===== config.mk =====
export PLATFORM = sky130hd
export DESIGN_NAME = matmul_sequencer_flat
export DESIGN_NICKNAME = d
export VERILOG_FILES = /design/src/rtl/matmul_sequencer_pkg.sv /design/src/rtl/matmul_sequencer_if.sv /design/src/rtl/matmul_sequencer_watchdog.sv /design/src/rtl/matmul_sequencer.sv /design/src/flat_wrapper.sv
export SDC_FILE = /design/constraint.sdc
export NUM_CORES = 1
export LEC_CHECK = 0
export BUFFER_PORTS_ARGS = -buffer_cell sky130_fd_sc_hd__buf_2
export CORE_AREA = 2 2 226 228
export DETAILED_ROUTE_END_ITERATION = 8
export DIE_AREA = 0 0 228 230
export MAX_ROUTING_LAYER = met4
export PLACE_DENSITY = 0.72
export SYNTH_ARGS = -nofsm -noshare
export SYNTH_HDL_FRONTEND = slang
export SYNTH_SLANG_ARGS = --single-unit

===== constraint.sdc =====
create_clock -name clock -period 2.95 [get_ports clock]
set_input_delay 0.7375 -clock clock [delete_from_list [all_inputs] [get_ports clock]]
set_output_delay 0.7375 -clock clock [all_outputs]
set_load 0.01 [all_outputs]

===== src/rtl/matmul_sequencer_pkg.sv =====
// Shared types and constants for the 2x2 matrix-product sequencer.
package matmul_pkg;

    localparam int unsigned FP_W = 32;

    typedef logic [FP_W-1:0] fp_t;

    // Four matrix elements. Index 0..3 maps to 00, 01, 10, 11.
    typedef logic [3:0][FP_W-1:0] mat_t;

    typedef enum logic [2:0] {
        S_IDLE,
        S_MUL_REQ,
        S_MUL_RSP,
        S_ADD_REQ,
        S_ADD_RSP,
        S_DONE
    } state_t;

    typedef logic [1:0] elem_t;

    localparam elem_t E00 = 2'd0;
    localparam elem_t E01 = 2'd1;
    localparam elem_t E10 = 2'd2;
    localparam elem_t E11 = 2'd3;

    typedef struct packed {
        elem_t a_idx;
        elem_t b_idx;
    } opsel_t;

    // Which A and B elements feed product j of result element e.
    function automatic opsel_t operand_select(input elem_t e, input logic j);
        opsel_t sel;
        case ({e, j})
            3'b000:  sel = '{a_idx: E00, b_idx: E00};
            3'b001:  sel = '{a_idx: E01, b_idx: E10};
            3'b010:  sel = '{a_idx: E00, b_idx: E01};
            3'b011:  sel = '{a_idx: E01, b_idx: E11};
            3'b100:  sel = '{a_idx: E10, b_idx: E00};
            3'b101:  sel = '{a_idx: E11, b_idx: E10};
            3'b110:  sel = '{a_idx: E10, b_idx: E01};
            default: sel = '{a_idx: E11, b_idx: E11};
        endcase
        return sel;
    endfunction

endpackage


===== src/rtl/matmul_sequencer_if.sv =====
// Handshake bundle between the sequencer and the shared multiplier/adder.
interface matmul_sequencer_if;
    import matmul_pkg::*;

    fp_t  mul_a;
    fp_t  mul_b;
    logic mul_in_stb;
    logic mul_in_ack;
    fp_t  mul_z;
    logic mul_z_stb;
    logic mul_z_ack;

    fp_t  add_n1;
    fp_t  add_n2;
    logic add_load;
    fp_t  add_result;
    logic add_ready;
    logic add_ack;

    modport master (
        output mul_a, mul_b, mul_in_stb, mul_z_ack,
        output add_n1, add_n2, add_load, add_ack,
        input  mul_in_ack, mul_z, mul_z_stb,
        input  add_result, add_ready
    );

    modport slave (
        input  mul_a, mul_b, mul_in_stb, mul_z_ack,
        input  add_n1, add_n2, add_load, add_ack,
        output mul_in_ack, mul_z, mul_z_stb,
        output add_result, add_ready
    );

endinterface


===== src/rtl/matmul_sequencer_watchdog.sv =====
// Per-state cycle counter; flags a wait that has lasted TIMEOUT cycles (0 disables).
module handshake_watchdog
    import matmul_pkg::*;
#(
    parameter int unsigned TIMEOUT = 255
) (
    input  logic clock,
    input  logic reset,
    input  logic clear,
    output logic expired
);

    localparam int unsigned CW = (TIMEOUT < 2) ? 1 : $clog2(TIMEOUT + 1);
    localparam logic [CW-1:0] LIMIT = CW'(TIMEOUT);

    logic [CW-1:0] count;

    // count holds cycles spent in the current state minus the first one; clear marks that first cycle.
    always_ff @(posedge clock) begin
        if (reset) begin
            count <= '0;
        end else if (clear) begin
            count <= CW'(1);
        end else if (count != LIMIT) begin
            count <= count + CW'(1);
        end
    end

    assign expired = (TIMEOUT != 0) && !clear && (count == LIMIT);

endmodule


===== src/rtl/matmul_sequencer.sv =====
// 2x2 single-precision matrix product sequenced over one shared multiplier and one shared adder.
module matmul_sequencer
    import matmul_pkg::*;
#(
    parameter int unsigned TIMEOUT = 255
) (
    input  logic clock,
    input  logic reset,
    input  logic start,
    input  fp_t  matrix_one_00,
    input  fp_t  matrix_one_01,
    input  fp_t  matrix_one_10,
    input  fp_t  matrix_one_11,
    input  fp_t  matrix_two_00,
    input  fp_t  matrix_two_01,
    input  fp_t  matrix_two_10,
    input  fp_t  matrix_two_11,
    output logic busy,
    output logic done,
    output logic error,
    output fp_t  result_00,
    output fp_t  result_01,
    output fp_t  result_10,
    output fp_t  result_11,
    matmul_sequencer_if.master units
);

    state_t state;
    state_t state_prev;
    elem_t  elem;
    logic   prod_sel;
    fp_t    prod_0;
    mat_t   op_a;
    mat_t   op_b;
    mat_t   res;
    mat_t   in_a;
    mat_t   in_b;
    opsel_t sel_first;
    opsel_t sel_j1;
    opsel_t sel_next;
    logic   wd_clear;
    logic   wd_expired;

    assign in_a = {matrix_one_11, matrix_one_10, matrix_one_01, matrix_one_00};
    assign in_b = {matrix_two_11, matrix_two_10, matrix_two_01, matrix_two_00};

    assign sel_first = operand_select(E00, 1'b0);
    assign sel_j1    = operand_select(elem, 1'b1);
    assign sel_next  = operand_select(elem + 2'd1, 1'b0);

    assign wd_clear = (state != state_prev);

    handshake_watchdog #(
        .TIMEOUT(TIMEOUT)
    ) u_watchdog (
        .clock   (clock),
        .reset   (reset),
        .clear   (wd_clear),
        .expired (wd_expired)
    );

    assign units.mul_z_ack = (state == S_MUL_RSP) && units.mul_z_stb;
    assign units.add_ack   = (state == S_ADD_RSP) && units.add_ready;

    assign result_00 = res[0];
    assign result_01 = res[1];
    assign result_10 = res[2];
    assign result_11 = res[3];

    // Sequencer: issues the eight products and four sums in order and owns every registered output.
    always_ff @(posedge clock) begin
        if (reset) begin
            state            <= S_IDLE;
            state_prev       <= S_IDLE;
            elem             <= E00;
            prod_sel         <= 1'b0;
            prod_0           <= '0;
            op_a             <= '0;
            op_b             <= '0;
            res              <= '0;
            busy             <= 1'b0;
            done             <= 1'b0;
            error            <= 1'b0;
            units.mul_a      <= '0;
            units.mul_b      <= '0;
            units.mul_in_stb <= 1'b0;
            units.add_n1     <= '0;
            units.add_n2     <= '0;
            units.add_load   <= 1'b0;
        end else begin
            state_prev <= state;
            case (state)
                S_IDLE: begin
                    if (start) begin
                        op_a             <= in_a;
                        op_b             <= in_b;
                        error            <= 1'b0;
                        elem             <= E00;
                        prod_sel         <= 1'b0;
                        units.mul_a      <= in_a[sel_first.a_idx];
                        units.mul_b      <= in_b[sel_first.b_idx];
                        units.mul_in_stb <= 1'b1;
                        busy             <= 1'b1;
                        state            <= S_MUL_REQ;
                    end
                end
                S_MUL_REQ: begin
                    if (units.mul_in_ack) begin
                        units.mul_in_stb <= 1'b0;
                        state            <= S_MUL_RSP;
                    end else if (wd_expired) begin
                        units.mul_in_stb <= 1'b0;
                        error            <= 1'b1;
                        done             <= 1'b1;
                        state            <= S_DONE;
                    end
                end
                S_MUL_RSP: begin
                    if (units.mul_z_stb) begin
                        if (!prod_sel) begin
                            prod_0           <= units.mul_z;
                            prod_sel         <= 1'b1;
                            units.mul_a      <= op_a[sel_j1.a_idx];
                            units.mul_b      <= op_b[sel_j1.b_idx];
                            units.mul_in_stb <= 1'b1;
                            state            <= S_MUL_REQ;
                        end else begin
                            // Second product goes straight into the adder operand register;
                            // add_n2 then holds it until the sum is accepted.
                            units.add_n1   <= prod_0;
                            units.add_n2   <= units.mul_z;
                            units.add_load <= 1'b1;
                            state          <= S_ADD_REQ;
                        end
                    end else if (wd_expired) begin
                        error <= 1'b1;
                        done  <= 1'b1;
                        state <= S_DONE;
                    end
                end
                S_ADD_REQ: begin
                    units.add_load <= 1'b0;
                    state          <= S_ADD_RSP;
                end
                S_ADD_RSP: begin
                    if (units.add_ready) begin
                        res[elem] <= units.add_result;
                        if (elem == E11) begin
                            done  <= 1'b1;
                            state <= S_DONE;
                        end else begin
                            elem             <= elem + 2'd1;
                            prod_sel         <= 1'b0;
                            units.mul_a      <= op_a[sel_next.a_idx];
                            units.mul_b      <= op_b[sel_next.b_idx];
                            units.mul_in_stb <= 1'b1;
                            state            <= S_MUL_REQ;
                        end
                    end else if (wd_expired) begin
                        error <= 1'b1;
                        done  <= 1'b1;
                        state <= S_DONE;
                    end
                end
                S_DONE: begin
                    done  <= 1'b0;
                    busy  <= 1'b0;
                    state <= S_IDLE;
                end
                default: begin
                    state <= S_IDLE;
                end
            endcase
        end
    end

endmodule


===== src/flat_wrapper.sv =====
// flat-port wrapper written by rule: the top's interface ports become plain ports
module matmul_sequencer_flat import matmul_pkg::*;
#(
    parameter int unsigned TIMEOUT = 255
)
  (clock, reset, start, matrix_one_00, matrix_one_01, matrix_one_10, matrix_one_11, matrix_two_00, matrix_two_01, matrix_two_10, matrix_two_11, busy, done, error, result_00, result_01, result_10, result_11, units_mul_a, units_mul_b, units_mul_in_stb, units_mul_z_ack, units_add_n1, units_add_n2, units_add_load, units_add_ack, units_mul_in_ack, units_mul_z, units_mul_z_stb, units_add_result, units_add_ready);
  matmul_sequencer_if units_i ();
  input  logic clock;
  input  logic reset;
  input  logic start;
  input  fp_t matrix_one_00;
  input  fp_t matrix_one_01;
  input  fp_t matrix_one_10;
  input  fp_t matrix_one_11;
  input  fp_t matrix_two_00;
  input  fp_t matrix_two_01;
  input  fp_t matrix_two_10;
  input  fp_t matrix_two_11;
  output logic busy;
  output logic done;
  output logic error;
  output fp_t result_00;
  output fp_t result_01;
  output fp_t result_10;
  output fp_t result_11;
  output wire logic [$bits(units_i.mul_a)-1:0] units_mul_a;
  output wire logic [$bits(units_i.mul_b)-1:0] units_mul_b;
  output wire logic [$bits(units_i.mul_in_stb)-1:0] units_mul_in_stb;
  output wire logic [$bits(units_i.mul_z_ack)-1:0] units_mul_z_ack;
  output wire logic [$bits(units_i.add_n1)-1:0] units_add_n1;
  output wire logic [$bits(units_i.add_n2)-1:0] units_add_n2;
  output wire logic [$bits(units_i.add_load)-1:0] units_add_load;
  output wire logic [$bits(units_i.add_ack)-1:0] units_add_ack;
  input wire logic [$bits(units_i.mul_in_ack)-1:0] units_mul_in_ack;
  input wire logic [$bits(units_i.mul_z)-1:0] units_mul_z;
  input wire logic [$bits(units_i.mul_z_stb)-1:0] units_mul_z_stb;
  input wire logic [$bits(units_i.add_result)-1:0] units_add_result;
  input wire logic [$bits(units_i.add_ready)-1:0] units_add_ready;
  assign units_mul_a = units_i.mul_a;
  assign units_mul_b = units_i.mul_b;
  assign units_mul_in_stb = units_i.mul_in_stb;
  assign units_mul_z_ack = units_i.mul_z_ack;
  assign units_add_n1 = units_i.add_n1;
  assign units_add_n2 = units_i.add_n2;
  assign units_add_load = units_i.add_load;
  assign units_add_ack = units_i.add_ack;
  assign units_i.mul_in_ack = units_mul_in_ack;
  assign units_i.mul_z = units_mul_z;
  assign units_i.mul_z_stb = units_mul_z_stb;
  assign units_i.add_result = units_add_result;
  assign units_i.add_ready = units_add_ready;
  matmul_sequencer #(.TIMEOUT(TIMEOUT)) u_core (.clock(clock), .reset(reset), .start(start), .matrix_one_00(matrix_one_00), .matrix_one_01(matrix_one_01), .matrix_one_10(matrix_one_10), .matrix_one_11(matrix_one_11), .matrix_two_00(matrix_two_00), .matrix_two_01(matrix_two_01), .matrix_two_10(matrix_two_10), .matrix_two_11(matrix_two_11), .busy(busy), .done(done), .error(error), .result_00(result_00), .result_01(result_01), .result_10(result_10), .result_11(result_11), .units(units_i));
endmodule

# ---- Word-level counts from Yosys, hierarchy flattened
# Cells that the tools add are included.
# Widths: inputs -> output; s select.
dict set report totals {
  register_bits 566
  latchBits 0
  ram_bits 0
  romBits 0
  inputBits 326
  output_inout_bits 263
  word_cells 157
  memories 0
}
dict set report classes {
  add_sub_neg 2
  n_mul 0
  div_mod_pow 0
  n_lt_le_gt_ge 6
  eq_ne 25
  shifts 0
  muxes 67
  bitwise 1
  n_reduce_logical 28
}
# operator n
set op_table {}
lappend op_table {{$mux 32} 15}
lappend op_table {{$bmux 32 s2} 4}
lappend op_table {{$pmux 32 s3} 2}
lappend op_table {{$bwmux 128} 1}
lappend op_table {{$demux 32 s2} 1}
lappend op_table {{$mux 1} 24}
lappend op_table {{$mux 3} 6}
lappend op_table {{$ne 2x2->1 const B} 8}
lappend op_table {{$pmux 4 s4} 1}
lappend op_table {{$lt 2x3->1 const B} 5}
lappend op_table {{$pmux 3 s5} 1}
lappend op_table {{$pmux 1 s4} 3}
lappend op_table {{$pmux 4 s3} 1}
lappend op_table {{$reduce_and 5->1} 2}
lappend op_table {{$reduce_and 3->1} 3}
lappend op_table {{$add 8x1->8 const B} 1}
lappend op_table {{$eq 2x2->1 const B} 4}
lappend op_table {{$eq 8x8->1 const B} 1}
lappend op_table {{$mux 2} 4}
lappend op_table {{$ne 8x8->1 const B} 1}
lappend op_table {{$reduce_and 4->1} 2}
lappend op_table {{$reduce_bool 2->1} 4}
lappend op_table {{$reduce_bool 4->1} 2}
lappend op_table {{$reduce_and 7->1} 1}
lappend op_table {{21 further kinds} 32}

# ---- Depth between registers and ports, before layout
dict set report depth {
  depth_word 8
  ltp_mapped 10
  ltp_nobuf 6
}

# ---- Cells and area by module
# A second synthesis with hierarchy kept.
dict set report unflattened {
  hier_cells 3056
  area_unflattened_um2 23712.7
}
# mod instances cells_each area_each_um2 seq_area_each_um2
set modules_own_cells {}
lappend modules_own_cells {matmul_sequencer 1 3011 23321.1 11170.7}
lappend modules_own_cells {handshake_watchdog 1 45 391.6 160.2}

# ---- Least setup slack after synthesis
# Ideal clock, no wire load.
dict set report synth_path {
  path_type {register -> register}
  start {register u_core.elem[0]}
  end {register u_core.units.mul_a[13]}
  setup_ps 147
  arrival_time_ps 2179
  required_ps 2803
  setup_slack_ps 625
  path_stages_with_launch 10
  n_path_buf 4
  period_less_slack_ps 2325
  cell_sequence {dfxtp_1 -> buf_2 -> buf_2 -> inv_1 -> ha_1 -> buf_2 -> clkbuf_1 -> mux2_2 -> o221ai_1 -> a311oi_2}
}
dict set report synth_between {
  elab_chain_len 8
  elab_cells_between_ends 22
  cone_classes {add/sub (1); eq/ne (7); mux (11); reduce/logical (3)}
}
# element line_no
set synth_lines {}
lappend synth_lines {{start: declaration} matmul_sequencer.sv:30} ;# elem_t elem;
lappend synth_lines {{start signal: assignment} matmul_sequencer.sv:152} ;# elem <= elem + 2'd1;
lappend synth_lines {{$add 2x1->2} matmul_sequencer.sv:49} ;# assign sel_next = operand_select(elem + 2'd1, 1'b0);
lappend synth_lines {{$eq 2x2->1 (tied with other cells)} matmul_sequencer_pkg.sv:35} ;# case ({e, j})
lappend synth_lines {{$pmux 4 s4} matmul_sequencer_pkg.sv:35}
lappend synth_lines {{$bmux 32 s2} matmul_sequencer.sv:154} ;# units.mul_a <= op_a[sel_next.a_idx];
lappend synth_lines {{$mux 32 (not written as such)} matmul_sequencer.sv:154}
lappend synth_lines {{$mux 32} matmul_sequencer.sv:148} ;# if (elem == E11) begin
lappend synth_lines {{$mux 32} matmul_sequencer.sv:146} ;# if (units.add_ready) begin
lappend synth_lines {{$pmux 32 s3} matmul_sequencer.sv:92} ;# case (state)
lappend synth_lines {{end signal: assignment} matmul_sequencer.sv:100} ;# units.mul_a <= in_a[sel_first.a_idx];
lappend synth_lines {{end signal: assignment} matmul_sequencer.sv:123} ;# units.mul_a <= op_a[sel_j1.a_idx];
lappend synth_lines {{end signal: assignment} matmul_sequencer.sv:154}
lappend synth_lines {{end: declaration} matmul_sequencer_if.sv:21} ;# output mul_a, mul_b, mul_in_stb, mul_z_ack,
# Parallel ways exist; a longest one is shown, timed or not. The select of a mux whose other input is x is not followed.
# A chain may end at the register's enable or synchronous reset.

# ---- Worst setup path after layout
dict set report layout_path {
  start {register u_core.state[0]}
  end {output port units_mul_z_ack}
}
dict set report layout_between {
  elab_chain_len 2
}
# element line_no
set layout_lines {}
lappend layout_lines {{start: declaration} matmul_sequencer.sv:28} ;# state_t state;
lappend layout_lines {{start signal: assignment} matmul_sequencer.sv:73} ;# state <= S_IDLE;
lappend layout_lines {{start signal: assignment} matmul_sequencer.sv:104} ;# state <= S_MUL_REQ;
lappend layout_lines {{start signal: assignment} matmul_sequencer.sv:110} ;# state <= S_MUL_RSP;
lappend layout_lines {{$eq 3x2->1} matmul_sequencer.sv:62} ;# assign units.mul_z_ack = (state == S_MUL_RSP) && units.mul_z_stb;
lappend layout_lines {{$logic_and 1x1->1} matmul_sequencer.sv:62}
lappend layout_lines {{end: declaration} flat_wrapper.sv:29} ;# output wire logic [$bits(units_i.mul_z_ack)-1:0] units_mul_z_ack;
# Every way passes these cells.

==> flow_summary.json <==
{
  "status": "complete, no violations",
  "crit_slowest_cell": "and4bb_1",
  "gp_congestion": 0.9088,
  "synth_seq_cells": 566,
  "met2_usage": 0.4472,
  "coreArea_sq_um": 49860,
  "max-cap-violations": 0,
  "fin_worst_skew_ps": 19.56,
  "viasPerCell": 5.492,
  "timing.final.crit_share": 0.8779,
  "period_needed_ps": 2590,
  "start_util": 0.4678,
  "fill_cells": 4658,
  "grt_util_met3": 0.05320,
  "cp_max_fo": 16,
  "ys_types": 50,
  "netlist_area_sq_um": 23320,
  "clockPowerShare": 0.435,
  "peakVddDrop_mv": 0.4862,
  "regArea_sq_um": 11340,
  "wl_per_cell_um": 18.99,
  "arrival_ps": 1850,
  "finalHoldViolCount": 0,
  "grt-ovfl-total": 0,
  "setup_viol": 0,
  "stdcell_area_sq_um": 28800,
  "die_w_um": 228,
  "grt.met1_usage": 0.3760,
  "maxSlewViolCount": 0,
  "ys_seq_area_frac": 0.4858,
  "routed_wl_um": 78130,
  "ctsResizeCount": 0,
  "cts_setup_buffers": 0,
  "cts_hold_buffers": 0,
  "synth_edf_count": 0,
  "cts_sinks": 566,
  "yosys_warnings": 0,
  "pwr-share-seq": 0.456,
  "rsz0062_at_grt": "false",
  "tightest_slew_ps": 1051,
  "final_antenna_net_count": 0,
  "cp_num_buf_inv": 2,
  "rows": 82,
  "grt_pass1_vias": 21457,
  "clk-insertion-delay-late_ps": 620,
  "nets": 3702,
  "path_class": "reg2out",
  "async_reset_ff_frac": 0,
  "vias": 22593,
  "htree_levels": 2,
  "tns_ps": 0,
  "p_int_mw": 13.42,
  "root_buffer": "clkbuf_16",
  "critPathRequiredTime_ps": 2210,
  "drive_gt1_frac": 0.2630,
  "slew_headroom": 0.2992,
  "holdWs_ps": 362.8,
  "grt_use_total": 0.2927,
  "path_cells": "buf_4, and4bb_1, buf_2",
  "reg_top3": "u_core.op_a (128), u_core.op_b (128)",
  "path_clk_slew_ps": 70,
  "die-area_sq_um": 52440,
  "multi_input_area_sq_um": 10790,
  "cts_buffers": 59,
  "post-route-drc-count": 0,
  "powerDensity_nw_per_um2": 624.5,
  "busiest_layer": "met2",
  "critPathTopFamily": "simple AND/OR/NAND/NOR gates",
  "syn-num-nets": 3254,
  "p_comb_frac": 0.109,
  "critPathMaxStageDelay_ps": 450,
  "drt_pre_antenna_iters": 6,
  "start_kind": "flop",
  "io_pins": 589,
  "p_leak_nw": 11.34,
  "swShare": 0.2536,
  "dpl_cell_area_sq_um": 26680,
  "fmax_ghz": 0.3861,
  "grt_pass1_wl_um": 120200,
  "hold_class": "in2reg",
  "avgSynthCellArea_sq_um": 7.979,
  "fp.dieH_um": 230,
  "critPathCaptureType": "primary output",
  "synthCells": 2923,
  "ys.flop_type": "dfxtp_1",
  "cts_tree": "done",
  "antenna_found_initial": 24,
  "drt_iter0_drc": 1932,
  "dp_hpwl_um": 51730,
  "p_sw_mw": 4.560,
  "ff2ff_setup_slack_ps": 560,
  "grt_max_degree": 115,
  "clock_path_buffers": 3,
  "portBuffers": 588,
  "area_growth_pct": 23.46
}
## layout by cell type, fill, tap and decap left out, drive strengths merged, types with 8 or more instances in the layout
| master | instances |
|---|---|
| nor2 | 89 |
| o221ai | 62 |
| a21oi | 550 |
| a311oi | 63 |
| buf | 648 |
| clkbuf | 84 |
| nand2 | 1099 |
| a311o | 62 |
| diode | 24 |
| dfxtp | 566 |
| mux2 | 64 |
| clkinv | 10 |
| nor3 | 11 |
| o21ai | 8 |
| inv | 12 |
## Yosys cell counts, types with 2 or more instances
master / instances / area (sq um)
nand2_1: 1099 / 4125
a31oi_1: 5 / 31.28
nand4_1: 4 / 25.02
buf_1: 9 / 33.78
nor2_1: 87 / 326.6
dfxtp_1: 566 / 11330
nor3_1: 10 / 50.05
clkbuf_1: 128 / 480.5
a211oi_1: 2 / 15.01
ha_1: 5 / 62.56
o221ai_1: 62 / 543.0
and3_1: 4 / 25.02
xnor2_1: 5 / 43.79
buf_4: 10 / 75.07
o22ai_1: 5 / 31.28
mux2_2: 64 / 720.7
a311oi_1: 5 / 43.79
or2_2: 5 / 31.28
a211o_1: 2 / 17.52
buf_6: 8 / 90.09
a221o_1: 2 / 20.02
a21oi_2: 9 / 78.83
mux2i_1: 4 / 40.04
a21oi_1: 541 / 2708
buf_2: 106 / 530.5
nor2b_1: 2 / 12.51
nor2_2: 2 / 12.51
nand2b_1: 7 / 43.79
nand3_1: 6 / 30.03
o211ai_1: 2 / 15.01
and2_1: 7 / 43.79
a311oi_2: 58 / 870.8
o21ai_0: 8 / 40.04
a311o_1: 62 / 620.6
inv_1: 7 / 26.28
## routing by layer
layer / vias up / part of all wire
met3: 185 / 0.073
li1: 10822 / -
met5: - / 0
met2: 947 / 0.46
met1: 10639 / 0.43
met4: 0 / 0.039
## final timing paths
| check | from | to | cells after the start |
|---|---|---|---|
| min reg2reg | u_core.prod_0[9] | u_core.units.add_n1[9] | 2 |
| max reg2reg | u_core.elem[0] | u_core.units.mul_b[3] | 6 |
| min | matrix_two_01[19] | u_core.op_b[51] | 3 |
| max | u_core.state[0] | units_mul_z_ack | 3 |
## per-stage QoR
step / total power, mW / setup slack, ps / utilization / cells
floorplan: 9.510 / 624.5 / - / 2923
detailed placement: 10.30 / 389.5 / 0.5351 / 3982
finish: 17.98 / 360.2 / 0.5775 / 4114
CTS: 18.07 / 336.1 / 0.5763 / 4090
global route: 18.61 / 271.2 / 0.5775 / 4114
global placement: 10.27 / 468.5 / 0.5351 / 3982
## worst register-to-register path, cell delays in order, from the launching register on
cell      delay (ps)
dfxtp_2          340
ha_1             330
or3b_1           440
a21oi_4          190
buf_4            530
a21oi_1          190
a311oi_2         270
## power groups by stage
stage	clock network, mW	registers [mW]	logic [mW]
finish	7.83	8.19	1.96
detailed placement	0	8.35	1.94
global route	8.25	8.22	2.14
floorplan	0	8.34	1.17
CTS	7.93	8.19	1.95
global placement	0	8.35	1.92
## logic make-up after synthesis
group,after synthesis,synth area share
AOI/OAI and AO/OA,767,0.2174
xor gates and xnor gates,5,0.001877
adders and majority gates,5,0.002682
buffers and inverters,269,0.05316
DFF,566,0.4858
muxes,68,0.03262
and+or+nand+nor,1243,0.2065
## layout make-up
type	instances	share of cell area
clock inverter	24	0.01121
inverter	8	0.001043
timing repair buffer	648	0.1277
clock buffer	84	0.06009
tap	672	0.02920
sequential	566	0.3938
antenna	24	0.002086
multi-input combinational	2088	0.3748
(Power assumes the default switching activity.)
